$ cat src/rtl/fetch_queue.sv
// fetch_queue: circular buffer of {PC, instruction} entries between program memory and decode
module fetch_queue #(
  parameter int          XLEN  = 32,
  parameter int          DEPTH = 4,
  parameter logic [31:0] NOP   = 32'h00000013
) (
  input  logic                       Clock,
  input  logic                       nReset,
  input  logic                       push_valid,
  output logic                       push_ready,
  input  logic [XLEN-1:0]            push_PC,
  input  logic [31:0]                push_inst,
  output logic                       pop_valid,
  input  logic                       pop_ready,
  output logic [XLEN-1:0]            PC_out,
  output logic [31:0]                instruction_out,
  input  logic                       flush,
  output logic [$clog2(DEPTH+1)-1:0] count
);
  localparam int AW = $clog2(DEPTH);
  localparam int CW = $clog2(DEPTH+1);
  logic [AW-1:0]   rd_ptr, wr_ptr;
  logic [XLEN-1:0] pc_mem [DEPTH];
  logic [31:0]     inst_mem [DEPTH];
  logic [XLEN-1:0] pc_hold;
  logic            push, pop;
  // Handshakes depend only on registered count, so there is no pop_ready -> push_ready path
  assign push_ready      = count != CW'(DEPTH);
  assign pop_valid       = count != '0;
  assign push            = push_valid && push_ready && !flush;
  assign pop             = pop_valid && pop_ready && !flush;
  assign PC_out          = pop_valid ? pc_mem[rd_ptr] : pc_hold;
  assign instruction_out = pop_valid ? inst_mem[rd_ptr] : NOP;
  // Storage array is never reset; validity is tracked by count alone
  always_ff @(posedge Clock) begin
    if (push) begin
      pc_mem[wr_ptr]   <= push_PC;
      inst_mem[wr_ptr] <= push_inst;
    end
  end
  // Pointers, occupancy and the last presented PC (held while the queue is empty)
  always_ff @(posedge Clock or negedge nReset) begin
    if (!nReset) begin
      rd_ptr  <= '0;
      wr_ptr  <= '0;
      count   <= '0;
      pc_hold <= '0;
    end else begin
      if (pop_valid) pc_hold <= pc_mem[rd_ptr];
      if (flush) begin
        rd_ptr <= '0;
        wr_ptr <= '0;
        count  <= '0;
      end else begin
        if (push) wr_ptr <= wr_ptr + AW'(1);
        if (pop) rd_ptr <= rd_ptr + AW'(1);
        count <= count + CW'(push) - CW'(pop);
      end
    end
  end
endmodule

$ cat config.mk
export PLATFORM = sky130hd
export DESIGN_NAME = fetch_queue
export DESIGN_NICKNAME = d
export VERILOG_FILES = /design/src/rtl/fetch_queue.sv
export SDC_FILE = /design/constraint.sdc
export NUM_CORES = 1
export LEC_CHECK = 0
export ABC_CLOCK_PERIOD_IN_PS = 3100
export CAP_MARGIN = 0
export CORE_UTILIZATION = 40
export DETAILED_ROUTE_END_ITERATION = 6
export GPL_TIMING_DRIVEN = 0
export PLACE_DENSITY_LB_ADDON = 0.15
export SYNTH_ARGS = -nofsm -noshare
export SYNTH_HDL_FRONTEND = slang
export SYNTH_SLANG_ARGS = --single-unit
$ cat constraint.sdc
create_clock -name Clock -period 3.1 [get_ports Clock]
set_input_delay 0.31 -clock Clock [delete_from_list [all_inputs] [get_ports Clock]]
set_output_delay 0.31 -clock Clock [all_outputs]
set_load 0.02 [all_outputs]
==> flow_summary.toml <==
[run_status]
outcome = "finished, final reports clean"

[worst_setup_path]
critPathLaunch = "rd_ptr[0]"
startpoint_type = "flop"
cp.arrival_ps = 2670
r2r-start = "count[1]"
crit_fanout = 10
endpoint_kind = "primary output"
path_class = "flop to primary output"
worstPathRequired_ps = 2790

[sta]
fin_hold_ws_ps = 192
hold_viol_final = 0
drv_slew = 0
rsz0062_at_grt = "no"
post-route-period-util_pct = 96.1
skew_ps = 9.21
finalWorstSetupSlack_ps = 122
period_needed_ps = 2980
finalSetupViolCount = 0
fmaxAchievable_mhz = 336
worst_pin_slew_ps = 565
relSlewSlack_pct = 62.0

[floorplanning]
chipHeight_um = 168
die_w_um = 168
io_pins = 138
row_count = 60
start_util_pct = 40.9
core_sq_mm = 0.0270
design.die.area_sq_mm = 0.0283

[route]
drtIter0Drc = 305
routed_wl_mm = 22.0
remaining_drc_errors = 0
dr.pass1.iters = 4
vias_per_cell = 5.18
via_count = 5324
detail-route-antenna-nets = 0
wl_per_cell_um = 21.5

[clocking]
h-tree-depth = 2
clockRootBuffer = "clkbuf_16"
path_clk_slew_ps = 60
clock_latency_ps = 500
cts_made_buffers = 34
cts_setup_buffers = 0
cts.sinks = 295
cts_max_path_buffers = 3
cts_tree = "built"

[finish]
antenna_cells = 0
instances_no_fill = 1027
area_delta_synth_final_pct = 26.8
final_nets = 739
drive_above_1_share_pct = 24.8

[job]
max_cap_violations = 0

[grt]
grt_pass1_wl_mm = 33.9
grt_overflow = 0
grt_pass1_vias = 6001
grt_usage_pct = 16.1
antenna_found_initial = 1
grt_max_degree = 34

[worst_hold_path]
min_from = "flush"
min_path_type = "input pin to flop"

[synth]
synth_sequential_area_ratio_pct = 78.3
synth_top_family_by_area = "multiplexers"
ys_warn_count = 0
synth_fp_nets = 561
synthAdderAreaFrac_pct = 0.860
syn-cell-area_sq_mm = 0.0111
synth_cells = 485
yosys.area_share.simple_pct = 2.61
synth_xor_area_share_pct = 0.238
ys_ff_latch = 295
synthMuxAreaShare_pct = 16.3
synth_compound_area_share_pct = 0.328
syn_avg_cell_area_sq_um = 22.8
synth_cell_types = 25

[placement]
placed_cells = 967
place_ws_ps = 67.4
place_congestion = 0.751
port_buffers = 136
place_hpwl_mm = 13.2

[power]
power_uw = 12900
powerDensity_mw_per_mm2 = 919
ir_drop_mv = 0.505
p_leak_uw = 0.00469
## flip-flops by register name (all words and copies together) (netlist names)
register / count
count: 3
inst_mem: 128
pc_hold: 32
pc_mem: 128
rd_ptr: 2
wr_ptr: 2
## cell usage in the layout, fill, tap and decap left out, types with 2 or more instances in the layout
| cell type | instances |
|---|---|
| clkbuf_8 | 2 |
| dlymetal6s2s_1 | 5 |
| a21oi_1 | 2 |
| dfrtp_1 | 39 |
| clkbuf_1 | 15 |
| clkbuf_4 | 4 |
| clkinv_2 | 5 |
| clkdlybuf4s50_1 | 130 |
| clkbuf_2 | 3 |
| xor2_1 | 3 |
| edfxtp_1 | 256 |
| and2_4 | 4 |
| nand3_1 | 2 |
| o21ai_0 | 2 |
| mux4_2 | 64 |
| buf_12 | 4 |
| clkinv_1 | 3 |
| nor3_1 | 2 |
| buf_4 | 2 |
| buf_2 | 7 |
| inv_1 | 7 |
| buf_6 | 3 |
| clkbuf_16 | 35 |
| ha_1 | 6 |
| or2_1 | 3 |
| mux2_2 | 32 |
| and2_1 | 30 |
| nor2_1 | 5 |
## cell type report
| type | instances | area [sq um] |
|---|---|---|
| Tap cell | 341 | 427 |
| Clock inverter | 9 | 45.0 |
| Sequential cell | 295 | 8660 |
| Clock buffer | 50 | 952 |
| Multi-Input combinational cell | 161 | 2270 |
| Fill cell | 2167 | 13000 |
| Timing Repair Buffer | 142 | 1490 |
| Inverter | 8 | 30.0 |
| Buffer | 21 | 146 |
## path summary, 6_finish.rpt
kind	slack (ps)	end	depth (start not counted)
setup / recovery	120	PC_out[25]	5
hold / removal	190	count[1]	2
setup reg to reg	280	count[2]	11
hold reg to reg	490	pc_hold[25]	1
max in group asynchronous	2310	pc_hold[20]	3
min in group asynchronous	260	pc_hold[11]	2
## cell families after synthesis
logic type / Yosys count
AND/OR/NAND/NOR: 49
XOR/XNOR: 3
adder cells (fa/ha/maj): 7
flip-flops: 295
buffers and inverters: 29
multiplexers: 96
AO/OA/AOI/OAI: 6
## power by group
group | switching, uW | internal [uW] | leakage [uW]
Combinational | 2210 | 2220 | 0.00141
Sequential | 128 | 4750 | 0.00279
Clock | 1450 | 2120 | 0.000490
Total | 3790 | 9100 | 0.00469
## layer usage
metal	vias up	track usage, %	routed length, um
met1	2805	19.2	8730
li1	2328	-	-
met5	-	0	0
met4	0	4.62	415
met3	33	4.25	1440
met2	158	28.7	11400
## synthesized netlist by cell type
cell type	n	area (sq um)
edfxtp_1	256	7690
mux4_2	64	1440
dfrtp_1	39	976
and2_1	34	213
mux2_2	32	360
buf_2	10	50.1
inv_1	7	26.3
ha_1	6	75.1
clkbuf_1	5	18.8
nor2_1	5	18.8
buf_4	3	22.5
nor3_1	3	15.0
or2_1	3	18.8
xor2_1	3	26.3
a21oi_1	2	10.0
buf_6	2	22.5
nand3_1	2	10.0
o21ai_0	2	10.0
buf_1	1	3.75
fa_1	1	20.0
inv_2	1	3.75
nor2b_1	1	6.26
nor3b_1	1	7.51
o311ai_0	1	8.76
o31ai_1	1	7.51
## metrics by stage
step	util (%)	cell area (sq um)	setup TNS [ps]
2_1_floorplan	-	11100	0
3_3_place_gp	47.5	12800	-401490
3_5_place_dp	48.0	13000	0
4_1_cts	51.7	14000	-146
5_1_grt	51.9	14000	0
6_report	51.9	14000	0
## critical path, cell delays in order, from the launching register on
cell	delay, ps
dfrtp_1	420
buf_6	220
buf_8	200
mux4_2	500
mux2_2	280
clkdlybuf4s50_1	540
## timing repair
| action | CTS | global route |
|---|---|---|
| endpoints found under the hold margin | 11 | 0 |
| hold buffers | 1 | 0 |
| gates resized for setup | 5 | 16 |
| setup endpoints to repair | 62 | 20 |
Power figures use the tool's default switching activity.
